File: src/rtl/uart_sys_pkg.sv
// ---------------------------------------------------------------------------
// uart_sys_pkg
// Shared definitions for the UART command path: default opcodes, the command
// sequencer state encoding and a helper naming the states that run the
// inter-byte timer.
// ---------------------------------------------------------------------------
package uart_sys_pkg;

    localparam logic [7:0] OPC_WR_DEF = 8'hAA;
    localparam logic [7:0] OPC_RD_DEF = 8'hBB;

    typedef enum logic [2:0] {
        ST_IDLE     = 3'd0,
        ST_WR_ADDR  = 3'd1,
        ST_WR_DATA  = 3'd2,
        ST_WR_ISSUE = 3'd3,
        ST_RD_ADDR  = 3'd4,
        ST_RD_ISSUE = 3'd5,
        ST_RD_WAIT  = 3'd6,
        ST_TX_SEND  = 3'd7
    } state_t;

    // States in which a stalled byte stream or read response must time out.
    function automatic logic timed_state(input state_t s);
        return (s == ST_WR_ADDR) || (s == ST_WR_DATA) ||
               (s == ST_RD_ADDR) || (s == ST_RD_WAIT);
    endfunction

endpackage

File: src/rtl/uart_rx_cmd_ctrl_frame_timer.sv
// ---------------------------------------------------------------------------
// frame_timer
// Clearable, enabled cycle counter with an expiry flag, used to bound the
// gap between bytes of a frame and the wait for read data.
//   i_clk      system clock
//   i_rst_n    synchronous active-low reset
//   i_clr      clear count to zero (has priority over i_en)
//   i_en       count this cycle
//   o_expired  count has reached TIMEOUT_CYC-1 while enabled
// ---------------------------------------------------------------------------
module frame_timer #(
    parameter int unsigned TIMEOUT_CYC = 4096
) (
    input  logic i_clk,
    input  logic i_rst_n,
    input  logic i_clr,
    input  logic i_en,
    output logic o_expired
);

    localparam int unsigned W = $clog2(TIMEOUT_CYC);
    localparam logic [W-1:0] LAST = W'(TIMEOUT_CYC - 1);

    logic [W-1:0] r_cnt;

    always_ff @(posedge i_clk) begin
        if (!i_rst_n) begin
            r_cnt <= '0;
        end else if (i_clr) begin
            r_cnt <= '0;
        end else if (i_en && (r_cnt != LAST)) begin
            r_cnt <= r_cnt + 1'b1;
        end
    end

    assign o_expired = i_en && (r_cnt == LAST);

endmodule

File: src/rtl/uart_rx_cmd_ctrl.sv
// ---------------------------------------------------------------------------
// uart_rx_cmd_ctrl
// Parses command frames from the UART receiver byte stream and drives the
// register file; read data is returned to the UART transmitter.
//   Write frame: OPC_WR, ADDR, DATA   Read frame: OPC_RD, ADDR
//   CLK, RST            clock, synchronous active-low reset
//   RX_P_DATA/RX_D_VLD  received byte and its one-cycle valid
//   WR_EN/RD_EN         one-cycle register-file strobes
//   ADDR/WR_DATA        register-file address and write data (held)
//   RD_DATA/RD_DATA_VLD register-file read data and its valid pulse
//   TX_P_DATA/TX_D_VLD  byte and one-cycle request to the transmitter
//   TX_BUSY             transmitter busy; no request issued while high
//   FRAME_ABORT         one-cycle pulse: timeout, bad address, dropped byte
// ---------------------------------------------------------------------------
module uart_rx_cmd_ctrl
    import uart_sys_pkg::*;
#(
    parameter int unsigned ADDR_W      = 4,
    parameter int unsigned TIMEOUT_CYC = 4096,
    parameter logic [7:0]  OPC_WR      = OPC_WR_DEF,
    parameter logic [7:0]  OPC_RD      = OPC_RD_DEF
) (
    input  logic              CLK,
    input  logic              RST,
    input  logic [7:0]        RX_P_DATA,
    input  logic              RX_D_VLD,
    output logic              WR_EN,
    output logic              RD_EN,
    output logic [ADDR_W-1:0] ADDR,
    output logic [7:0]        WR_DATA,
    input  logic [7:0]        RD_DATA,
    input  logic              RD_DATA_VLD,
    output logic [7:0]        TX_P_DATA,
    output logic              TX_D_VLD,
    input  logic              TX_BUSY,
    output logic              FRAME_ABORT
);

    state_t            r_state, w_next;
    logic              r_wr_en, r_rd_en, r_tx_vld, r_abort;
    logic [ADDR_W-1:0] r_addr;
    logic [7:0]        r_wdata, r_tx_data;

    logic w_accept, w_abort, w_tx_vld;
    logic w_cap_addr, w_cap_wdata, w_cap_rd;
    logic w_bad_addr, w_expired, w_timer_clr;

    assign w_bad_addr = (RX_P_DATA >> ADDR_W) != 8'd0;

    // Any state change or accepted byte restarts the inter-byte window.
    assign w_timer_clr = (w_next != r_state) || w_accept;

    frame_timer #(.TIMEOUT_CYC(TIMEOUT_CYC)) u_timer (
        .i_clk     (CLK),
        .i_rst_n   (RST),
        .i_clr     (w_timer_clr),
        .i_en      (timed_state(r_state)),
        .o_expired (w_expired)
    );

    always_comb begin
        w_next      = r_state;
        w_accept    = 1'b0;
        w_abort     = 1'b0;
        w_tx_vld    = 1'b0;
        w_cap_addr  = 1'b0;
        w_cap_wdata = 1'b0;
        w_cap_rd    = 1'b0;
        case (r_state)
            ST_IDLE: begin
                if (RX_D_VLD) begin
                    if (RX_P_DATA == OPC_WR) begin
                        w_accept = 1'b1;
                        w_next   = ST_WR_ADDR;
                    end else if (RX_P_DATA == OPC_RD) begin
                        w_accept = 1'b1;
                        w_next   = ST_RD_ADDR;
                    end
                end
            end
            ST_WR_ADDR, ST_RD_ADDR: begin
                // A byte arriving in the expiry cycle takes precedence.
                if (RX_D_VLD) begin
                    w_accept = 1'b1;
                    if (w_bad_addr) begin
                        w_abort = 1'b1;
                        w_next  = ST_IDLE;
                    end else begin
                        w_cap_addr = 1'b1;
                        w_next     = (r_state == ST_WR_ADDR) ? ST_WR_DATA : ST_RD_ISSUE;
                    end
                end else if (w_expired) begin
                    w_abort = 1'b1;
                    w_next  = ST_IDLE;
                end
            end
            ST_WR_DATA: begin
                if (RX_D_VLD) begin
                    w_accept    = 1'b1;
                    w_cap_wdata = 1'b1;
                    w_next      = ST_WR_ISSUE;
                end else if (w_expired) begin
                    w_abort = 1'b1;
                    w_next  = ST_IDLE;
                end
            end
            ST_WR_ISSUE: begin
                w_abort = RX_D_VLD;
                w_next  = ST_IDLE;
            end
            ST_RD_ISSUE: begin
                w_abort = RX_D_VLD;
                if (RD_DATA_VLD) begin
                    w_cap_rd = 1'b1;
                    w_next   = ST_TX_SEND;
                end else begin
                    w_next = ST_RD_WAIT;
                end
            end
            ST_RD_WAIT: begin
                w_abort = RX_D_VLD;
                if (RD_DATA_VLD) begin
                    w_cap_rd = 1'b1;
                    w_next   = ST_TX_SEND;
                end else if (w_expired) begin
                    w_abort = 1'b1;
                    w_next  = ST_IDLE;
                end
            end
            ST_TX_SEND: begin
                w_abort = RX_D_VLD;
                if (!TX_BUSY) begin
                    w_tx_vld = 1'b1;
                    w_next   = ST_IDLE;
                end
            end
            default: w_next = ST_IDLE;
        endcase
    end

    // Strobes are registered from the next state so they coincide with
    // the cycle spent in the issuing state.
    always_ff @(posedge CLK) begin
        if (!RST) begin
            r_state   <= ST_IDLE;
            r_wr_en   <= 1'b0;
            r_rd_en   <= 1'b0;
            r_tx_vld  <= 1'b0;
            r_abort   <= 1'b0;
            r_addr    <= '0;
            r_wdata   <= '0;
            r_tx_data <= '0;
        end else begin
            r_state  <= w_next;
            r_wr_en  <= (w_next == ST_WR_ISSUE);
            r_rd_en  <= (w_next == ST_RD_ISSUE);
            r_tx_vld <= w_tx_vld;
            r_abort  <= w_abort;
            if (w_cap_addr)  r_addr    <= RX_P_DATA[ADDR_W-1:0];
            if (w_cap_wdata) r_wdata   <= RX_P_DATA;
            if (w_cap_rd)    r_tx_data <= RD_DATA;
        end
    end

    assign WR_EN       = r_wr_en;
    assign RD_EN       = r_rd_en;
    assign ADDR        = r_addr;
    assign WR_DATA     = r_wdata;
    assign TX_P_DATA   = r_tx_data;
    assign TX_D_VLD    = r_tx_vld;
    assign FRAME_ABORT = r_abort;

endmodule

File: config.mk
export PLATFORM = sky130hd
export DESIGN_NAME = uart_rx_cmd_ctrl
export DESIGN_NICKNAME = d
export VERILOG_FILES = /design/src/rtl/uart_sys_pkg.sv /design/src/rtl/uart_rx_cmd_ctrl_frame_timer.sv /design/src/rtl/uart_rx_cmd_ctrl.sv
export SDC_FILE = /design/constraint.sdc
export NUM_CORES = 1
export LEC_CHECK = 0
export ABC_AREA = 1
export CAP_MARGIN = 20
export CORE_AREA = 2 2 83 61
export CTS_BUF_LIST = sky130_fd_sc_hd__clkbuf_4 sky130_fd_sc_hd__clkbuf_8
export DETAILED_ROUTE_END_ITERATION = 16
export DIE_AREA = 0 0 85 63
export GPL_ROUTABILITY_DRIVEN = 0
export GPL_TIMING_DRIVEN = 0
export PLACE_DENSITY = 0.73
export SYNTH_ARGS = -nofsm -noshare
export SYNTH_HDL_FRONTEND = slang
export SYNTH_HIERARCHICAL = 1
export SYNTH_SLANG_ARGS = --single-unit
File: constraint.sdc
create_clock -name CLK -period 2.8 [get_ports CLK]
set_input_delay 0.42 -clock CLK [delete_from_list [all_inputs] [get_ports CLK]]
set_output_delay 0.42 -clock CLK [all_outputs]
set_load 0.03 [all_outputs]
==> results of run 1 <==
==> state kept, by name (all words and copies together), names as in the netlist <==
name           flops
ADDR               4
FRAME_ABORT        1
RD_EN              1
TX_D_VLD           1
TX_P_DATA          8
WR_DATA            8
WR_EN              1
r_state            3
u_timer/r_cnt     12
==> stage by stage <==
step                instance area, µm²  TNS [ns]  power [mW]  setup slack [ns]
CTS                               2600         0        1.57            0.0558
floorplan                         1980         0        1.01             0.348
detailed placement                2490    -0.556        1.14           -0.0789
finish                            2630         0        1.61             0.241
global route                      2630   -0.0133        1.73           -0.0133
global placement                  2490    -0.514        1.14           -0.0815
==> power by group <==
| part | total (mW) | internal, mW | switching (mW) |
|---|---|---|---|
| Sequential | 0.600 | 0.580 | 0.0202 |
| Combinational | 0.595 | 0.232 | 0.364 |
| Clock | 0.416 | 0.224 | 0.192 |
| Total | 1.61 | 1.04 | 0.576 |
==> Yosys cell counts, drive strengths merged <==
cell type / n
a31oi: 2
nand3b: 2
nand4: 3
o21ai: 28
buf: 1
ha: 1
inv: 27
nand3: 33
a21boi: 1
nor2: 84
clkbuf: 4
a21oi: 8
nor3: 4
dfxtp: 39
nand2: 50
o211ai: 1
and2: 1
==> kinds of logic (layout without fill, tap and decap cells) <==
kind of cell,Yosys count,count (layout),synth area share (%)
AOI/OAI and AO/OA,40,40,10.7
buffers and inverters,32,85,7.47
and+or+nand+nor,177,177,41.7
DFF,39,39,39.5
adders and majority gates,1,1,0.633
==> worst max-delay path, delay by kind of cell, from the launching register on <==
family / cells / cell delay (ns)
simple gates: 14 / 1.45
buf+inv: 5 / 0.58
flops: 1 / 0.30
compound gates: 2 / 0.17
==> metal layers <==
layer | wire, µm | up-vias | GRT usage, %
met4 | 36 | 0 | 6.35
met2 | 1820 | 55 | 25.6
met5 | 0 | - | 0
met1 | 2570 | 837 | 28.9
met3 | 265 | 5 | 4.10
li1 | - | 1043 | -
==> layout make-up <==
cell class | instances | area (µm²)
clock buffer | 7 | 96.3
tap | 57 | 71.3
sequential | 39 | 785
inverter | 27 | 101
clock inverter | 1 | 7.51
buffer | 5 | 47.5
multi-input combinational | 218 | 1070
timing repair buffer | 45 | 448
fill | 452 | 1970
==> worst paths after layout <==
path | startpoint | to | slack [ns] | cells past startpoint
worst min-delay path | ADDR[3] | ADDR[3] | 0.48 | 2
worst max register to register | r_state[2] | u_timer/r_cnt[8] | 0.24 | 21
worst min register to register | ADDR[3] | ADDR[3] | 0.48 | 2
worst max-delay path | r_state[2] | u_timer/r_cnt[8] | 0.24 | 21
==> timing repair <==
action / 4_1_cts / 5_1_grt
buffers inserted: 0 / 1
pin swaps: 0 / 2
hold buffers: 0 / 0
gates resized for setup: 2 / 10
setup endpoints to repair: 10 / 12
==> run_results.csv, run 1 <==
group,metric,value,unit
sta,maxSlewHeadroom,73.6,%
worst_setup_path,critical_path_class,"reg -> reg",
outcome,status,"finished, final reports clean",
placement,portBuffers,44,
sta,setup_viol,0,
route,wire_per_inst,11.8,µm
global_route,grt_max_degree,13,
sta,finalClockSkew,0.00736,ns
synth,synth_top_area_share,39.5,%
synth,netlist_instances,289,
worst_setup_path,start_kind,"flop",
sta,slew_viol_final,0,
cts,clk_pin_slew,0.07,ns
cts,numClockSinks,39,
final_layout,layout_common_cells,"nor2_1, clkdlybuf4s50_1, nand2_1, dfxtp_1, nand3_1",
synth,ys_seq_elements,39,
die,die_width,85,µm
pwr,vdd_drop_max,0.000377,V
sta,hold_viol,0,
pwr,power.leakage,1.04,nW
placement,placed_cells,390,
route,num_vias,1940,
worst_setup_path,end_kind,"flop",
die,die_h,63,µm
global_route,grt_pass1_wl,8200,µm
worst_setup_path,crit_fanout,10,
die,core,0.00460,mm²
worst_setup_path,crit_arrival,2.79,ns
cts,cts-root-buf,"clkbuf_8",
die,fp-row-count,21,
die,initial_core_util,43.0,%
die,io_pins,45,
die,dieArea,0.00536,mm²
final_layout,diodes,0,
cts,cts_tree,"yes",
sta,fin_crit_sh,91.4,%
route,dr.pass1.iters,4,
final_layout,nets,363,
global_route,grt_usage,18.8,%
route,drt-initial-drc-count,118,
cts,clk-insertion-delay-late,0.29,ns
sta,fin_crit,2.56,ns
route,routed_wirelength,4690,µm
flow_run,cap_violations,0,
sta,holdWs,0.483,ns
route,route.detailed.drc,0,
worst_setup_path,crit_required,3.03,ns
pwr,power_density,613,mW/mm²
worst_setup_path,crit_path_frequent_cell,"nand2_1",
synth,syn_area,0.00198,mm²
synth,syn_nets,311,
synth,synth_seq_area_share,39.5,%
sta,tightest_slew,0.393,ns
final_layout,final_common_cell,"nor2_1",
worst_setup_path,crit_chain,"clkbuf_8 -> inv_1 -> nand3_1 -> nand2_2 -> nor2_2 -> nand2_4 -> inv_1 -> nor2_4 -> inv_1 -> nor2_1 -> o21ai_2 -> nor2_2 -> nand2_1 -> nand2_1 -> nand2_1 -> nor2_1 -> nand2_1 -> nor2_4 -> buf_8 -> o21ai_0 -> nor2_1",
cts,cts_made_buffers,5,
route,vias_per_cell,4.86,
synth,yosysUniqueCellTypes,28,
synth,synth_area_leader_cell,"dfxtp_1",
cts,htree_levels,2,
route,drtAntennaViolNets,0,
placement,dp_hpwl,3530,µm
final_layout,fin_cells,399,
global_route,antenna_found_initial,0,
cts,clockBufferDepth,2,
synth,yosys_warnings,6,
worst_setup_path,critPathSlowestCell,"dfxtp_1",
global_route,grt_pass1_vias,1766,
synth,syn_avg_cell_area,6.84,µm²
min_path,min_path_type,"reg -> reg",
worst_setup_path,cpPeakStageDelay,0.30,ns
final_layout,final_core_util,57.2,%
sta,max_freq,391,MHz
global_route,grt-ovfl-total,0,
final_layout,area_growth,33.2,%
synth,ys_top_cells_by_area,"dfxtp_1, nor2_1, nand2_1",
final_layout,layout-drive-gt1-share,13.2,%
Note: power is estimated with default switching activity, not from simulation.
==> inputs of run 2 (changes only) <==
--- a/config.mk
+++ b/config.mk
@@ -13,7 +13,7 @@
 export DIE_AREA = 0 0 85 63
 export GPL_ROUTABILITY_DRIVEN = 0
 export GPL_TIMING_DRIVEN = 0
-export PLACE_DENSITY = 0.73
+export PLACE_DENSITY = 0.76
 export SYNTH_ARGS = -nofsm -noshare
 export SYNTH_HDL_FRONTEND = slang
 export SYNTH_HIERARCHICAL = 1
==> constraint.sdc (replaced) <==
create_clock -name CLK -period 2.1 [get_ports CLK]
set_input_delay 0.315 -clock CLK [delete_from_list [all_inputs] [get_ports CLK]]
set_output_delay 0.315 -clock CLK [all_outputs]
set_load 0.03 [all_outputs]
==> run 2 against run 1 <==
  * The run now ends with negative setup slack left
  * Flip-flop and latch count is the same
  * Count of clock-buffer cells in the layout down 1
  * Worst hold slack improved by 0.0020 ns
  * Critical path depth is 5 lower
  * Die area unchanged
  * Final cell count up 8.0%
  * Global-route usage increased by 2.4 points
  * First-iteration DRC count is 21% higher
  * Largest cell class unchanged
  * Highest routed layer unchanged
==> run_results.csv, run 2 (synthesis gave the netlist of run 1 again) <==
group,metric,value,unit
outcome,status,"complete, but fails checks",
outcome,violations,"negative setup slack",
cts,cts_made_buffers,5,
die,io_pins,45,
cts,clk-insertion-delay-late,0.29,ns
pwr,seqPwrFrac,29.6,%
flow_run,cap_violations,0,
die,initial_core_util,43.0,%
pwr,vdd_drop_max,0.000793,V
sta,holdWs,0.485,ns
pwr,sw_frac_of_total,35.6,%
route,drt-initial-drc-count,143,
final_layout,diodes,0,
die,dieArea,0.00536,mm²
global_route,antenna_found_initial,0,
pwr,intPower,1.81,mW
final_layout,largest_reg_flops,12,
placement,dp_hpwl,3490,µm
sta,fin_crit,2.35,ns
final_layout,n_fill_cell,358,
sta,setup_viol,14,
die,die_width,85,µm
sta,fin_crit_sh,112,%
sta,slew_viol_final,0,
route,num_vias,2264,
worst_setup_path,critical_path_class,"reg -> reg",
cts,numClockSinks,39,
sta,maxSlewHeadroom,69.4,%
die,core,0.00460,mm²
final_layout,layout-drive-gt1-share,29.9,%
placement,placed_cells,390,
worst_setup_path,end_kind,"flop",
cts,htree_levels,2,
global_route,grt-ovfl-total,0,
global_route,grt_pass1_wl,9140,µm
route,drtAntennaViolNets,0,
route,route.detailed.drc,0,
sta,max_freq,426,MHz
pwr,comb_power_share,43.6,%
pwr,power.leakage,1.26,nW
pwr,power_density,907,mW/mm²
global_route,grt_pass1_vias,1977,
final_layout,nets,395,
sta,finalClockSkew,0.00472,ns
cts,clockBufferDepth,2,
worst_setup_path,crit_arrival,2.54,ns
route,routed_wirelength,6130,µm
pwr,clockPowerShare,26.8,%
final_layout,final_core_util,67.4,%
worst_setup_path,crit_fanout,5,
final_layout,final_common_cell,"nor2_1",
sta,rsz0062_at_grt,"yes",
sta,fin_ws,-0.250,ns
sta,hold_viol,0,
pwr,switchingPower,1.00,mW
cts,cts_hold_buf,0,
cts,clk_pin_slew,0.07,ns
final_layout,layout_common_cells,"nor2_1, clkdlybuf4s50_1, dfxtp_1, buf_4, nand2_1",
sta,tightest_slew,0.456,ns
route,vias_per_cell,5.25,
sta,tns,-2.98,ns
worst_setup_path,crit_required,2.29,ns
global_route,grt_max_degree,13,
die,die_h,63,µm
cts,cts-root-buf,"clkbuf_8",
route,dr.pass1.iters,5,
min_path,min_path_type,"reg -> reg",
final_layout,area_growth,56.8,%
route,wire_per_inst,14.2,µm
placement,portBuffers,44,
final_layout,largest_register,"u_timer/r_cnt",
final_layout,fin_cells,431,
global_route,grt_usage,21.2,%
die,fp-row-count,21,
cts,cts_tree,"yes",
worst_setup_path,start_kind,"flop",
## run 2: layout make-up
type | count | area (µm²) | area share (%)
buffer | 4 | 33.8 | 1.09
clock buffer | 6 | 76.3 | 2.46
sequential | 39 | 798 | 25.8
tap | 57 | 71.3 | 2.30
multi-input combinational | 218 | 1220 | 39.5
clock inverter | 2 | 60.1 | 1.94
inverter | 27 | 114 | 3.68
timing repair buffer | 78 | 722 | 23.3
## run 2: metrics by stage
stage	setup slack, ns	power (mW)	cell area, µm²
after floorplan	0.000583	1.44	2060
after global placement	-0.261	1.61	2570
after detailed placement	-0.280	1.62	2570
after CTS	-0.140	2.60	2940
after global routing	-0.397	2.95	3100
final	-0.250	2.81	3100
## run 2: path summary, 6_finish.rpt
path,from,endpoint,slack (ns),cells after the start
min reg2reg,TX_P_DATA[1],TX_P_DATA[1],0.48,2
min,TX_P_DATA[1],TX_P_DATA[1],0.48,2
max reg2reg,u_timer/r_cnt[7],u_timer/r_cnt[8],-0.25,16
max,u_timer/r_cnt[7],u_timer/r_cnt[8],-0.25,16
## run 2: power groups by stage
stage                     registers, mW  clock network [mW]  logic (mW)
after floorplan                   0.845                   0       0.590
after global placement            0.822                   0       0.791
after detailed placement          0.823                   0       0.797
after CTS                         0.810               0.773        1.01
after global routing              0.834               0.812        1.30
final                             0.831               0.753        1.23
## run 2: timing repair
action	4_1_cts	5_1_grt
pin swaps	14	26
gates resized for setup	12	37
buffers inserted	24	12
endpoints found under the setup margin	12	15
gates cloned	1	0
## run 2: critical path: stages, from the launching register on
cell and delay, ns:
dfxtp_1 0.40, nand2_1 0.16, nor2_4 0.16, nand3_4 0.10, nor2_4 0.16, nand2_2 0.09
inv_1 0.06, nor2_1 0.05, nor3_1 0.40, nand3_1 0.14, nand2_1 0.11, nor2_2 0.05
nand2_2 0.07, nor2_4 0.06, buf_8 0.14, o21ai_1 0.07, nor2_1 0.04
## run 2: layer usage
metal | vias up | track usage [%] | wire (µm)
li1 | 1101 | - | -
met1 | 1029 | 29.9 | 2710
met2 | 121 | 31.9 | 2730
met3 | 13 | 5.81 | 585
met4 | 0 | 5.56 | 111
met5 | - | 0 | 0
==> inputs of run 3 (changes only) <==
--- a/config.mk
+++ b/config.mk
@@ -14,6 +14,7 @@
 export GPL_ROUTABILITY_DRIVEN = 0
 export GPL_TIMING_DRIVEN = 0
 export PLACE_DENSITY = 0.76
+export SETUP_SLACK_MARGIN = 0.4
 export SYNTH_ARGS = -nofsm -noshare
 export SYNTH_HDL_FRONTEND = slang
 export SYNTH_HIERARCHICAL = 1
==> run 3 against run 2 <==
  * The flow still finishes with violations (negative setup slack)
  * Worst hold slack hardly changed
  * Clock power hardly changed
  * Wire length is 3.4% lower
  * Final cell count is 1.6% lower
  * Maximum frequency is 1.5% lower
  * Worst setup slack worse by 0.036 ns
  * Sequential power is 2.5% lower
  * First-iteration DRC count is 11% lower
  * Critical endpoint is now u_timer/r_cnt[3]
  * Largest power group unchanged
  * Highest routed layer unchanged
==> run_results.csv, run 3 (synthesis gave the netlist of run 1 again) <==
group,metric,value,unit
worst_setup_path,crit_fanout,6,
placement,dp_hpwl,3530,µm
global_route,grt_pass1_wl,8800,µm
final_layout,largest_register,"u_timer/r_cnt",
cts,clk_pin_slew,0.08,ns
cts,cts_hold_buf,0,
die,initial_core_util,43.0,%
worst_setup_path,start_kind,"flop",
die,io_pins,45,
placement,preCtsSetupSlack,-0.266,ns
sta,max_freq,419,MHz
die,die_h,63,µm
outcome,status,"complete, but fails checks",
route,num_vias,2192,
flow_run,cap_violations,0,
sta,slew_viol_final,0,
sta,fin_crit,2.39,ns
placement,portBuffers,44,
final_layout,fin_cells,424,
route,route.detailed.drc,0,
sta,finalClockSkew,0.00482,ns
route,dr.pass1.iters,5,
global_route,grt_pass1_vias,1829,
placement,placed_cells,390,
global_route,grt_usage,20.6,%
min_path,min_path_type,"reg -> reg",
final_layout,n_fill_cell,354,
global_route,grt-ovfl-total,0,
worst_setup_path,crit_path_frequent_cell,"nand2_1",
route,routed_wirelength,5920,µm
sta,fin_crit_sh,114,%
sta,tightest_slew,0.427,ns
final_layout,layout-drive-gt1-share,28.6,%
cts,cts_made_buffers,5,
sta,fin_ws,-0.286,ns
die,fp-row-count,21,
final_layout,final_common_cell,"nor2_1",
cts,numClockSinks,39,
final_layout,diodes,0,
worst_setup_path,critical_path_class,"reg -> reg",
worst_setup_path,critPathSlowestCell,"dfxtp_2",
final_layout,multi_input_area,0.00122,mm²
sta,maxSlewHeadroom,71.4,%
pwr,power.total,2.83,mW
cts,clk-insertion-delay-late,0.29,ns
pwr,power_density,925,mW/mm²
route,wire_per_inst,14.0,µm
outcome,violations,"negative setup slack",
worst_setup_path,crit_arrival,2.61,ns
sta,setup_viol,12,
worst_setup_path,crit_chain,"buf_8 -> inv_6 -> nand3_4 -> nand2_4 -> nor2_4 -> nand2_4 -> inv_4 -> nor2_4 -> nand2_2 -> nand3_2 -> o21ai_2 -> nor2_2 -> nand2_1 -> nand2_1 -> nand2_1 -> nor2_1 -> nand2_1 -> nor2_4 -> buf_8 -> nand2_2 -> nor2_1",
final_layout,area_growth,54.8,%
worst_setup_path,crit_required,2.32,ns
final_layout,final_core_util,66.5,%
final_layout,largest_reg_flops,12,
cts,clockBufferDepth,2,
route,vias_per_cell,5.17,
global_route,grt_max_degree,13,
die,die_width,85,µm
final_layout,regArea,802,µm²
pwr,power.leakage,1.23,nW
sta,rsz0062_at_grt,"yes",
cts,cts_tree,"yes",
cts,cts-root-buf,"clkbuf_8",
die,dieArea,0.00536,mm²
route,drt-initial-drc-count,127,
global_route,antenna_found_initial,0,
final_layout,nets,388,
worst_setup_path,cpPeakStageDelay,0.33,ns
sta,hold_viol,0,
worst_setup_path,end_kind,"flop",
die,core,0.00460,mm²
route,drtAntennaViolNets,0,
pwr,vdd_drop_max,0.000720,V
final_layout,layout_common_cells,"nor2_1, clkdlybuf4s50_1, nand2_1, dfxtp_1",
cts,htree_levels,2,
==> run 3: changes by cell type in the layout (fill, tap and decap cells not counted), moves of 2 or more <==
cell and delta:
dfxtp_1 -3, nand3_2 +3, dfxtp_2 +3, nand3_1 -2
nand2_1 +7, inv_6 +2, nor2_2 -3, buf_4 -8
nand2_2 -6, nor2_4 +3
==> run 3: path summary, 6_finish.rpt <==
path,startpoint,endpoint,slack (ns),depth (start not counted)
max,r_state[2],u_timer/r_cnt[3],-0.29,21
min,TX_P_DATA[5],TX_P_DATA[5],0.48,2
max reg2reg,r_state[2],u_timer/r_cnt[3],-0.29,21
min reg2reg,TX_P_DATA[5],TX_P_DATA[5],0.48,2
==> run 3: cell type report <==
class,count,share of cell area (%)
Clock buffer,6,2.50
Multi-Input combinational cell,218,39.9
Sequential cell,39,26.2
Clock inverter,2,1.96
Buffer,5,1.60
Timing Repair Buffer,70,21.6
Inverter,27,3.81
Tap cell,57,2.33
==> run 3: timing repair <==
item / 4_1_cts / 5_1_grt
gates resized for setup: 16 / 34
cloned: 1 / 0
pin swaps: 14 / 26
endpoints found under the setup margin: 16 / 16
buffers inserted: 16 / 9
==> run 3: report_power, final <==
group          switching [mW]  internal, mW  total [mW]
Sequential             0.0345         0.776       0.810
Combinational           0.701         0.563        1.26
Clock                   0.267         0.488       0.755
Total                    1.00          1.83        2.83
==> run 3: per-layer routing <==
| metal | track usage [%] | vias up | wire length, µm |
|---|---|---|---|
| met5 | 0 | - | 0 |
| met1 | 29.6 | 984 | 2760 |
| met4 | 8.13 | 0 | 110 |
| met2 | 28.8 | 98 | 2620 |
| li1 | - | 1098 | - |
| met3 | 5.81 | 12 | 432 |
==> run 3: worst max-delay path: cells and delay by family (launching register included) <==
family	cells	cell delay (ns)
buffers and inverters	4	0.39
DFF	1	0.33
AOI/OAI and AO/OA	1	0.08
and+or+nand+nor	16	1.52
==> run 3: per-stage QoR <==
step           hold WS, ns  area (µm²)  setup TNS (ns)
2_1_floorplan        0.394        2060               0
3_3_place_gp         0.462        2570           -2.59
3_5_place_dp         0.476        2570           -2.75
4_1_cts              0.492        2890           -1.14
5_1_grt              0.520        3060           -4.68
6_report             0.485        3060           -3.08
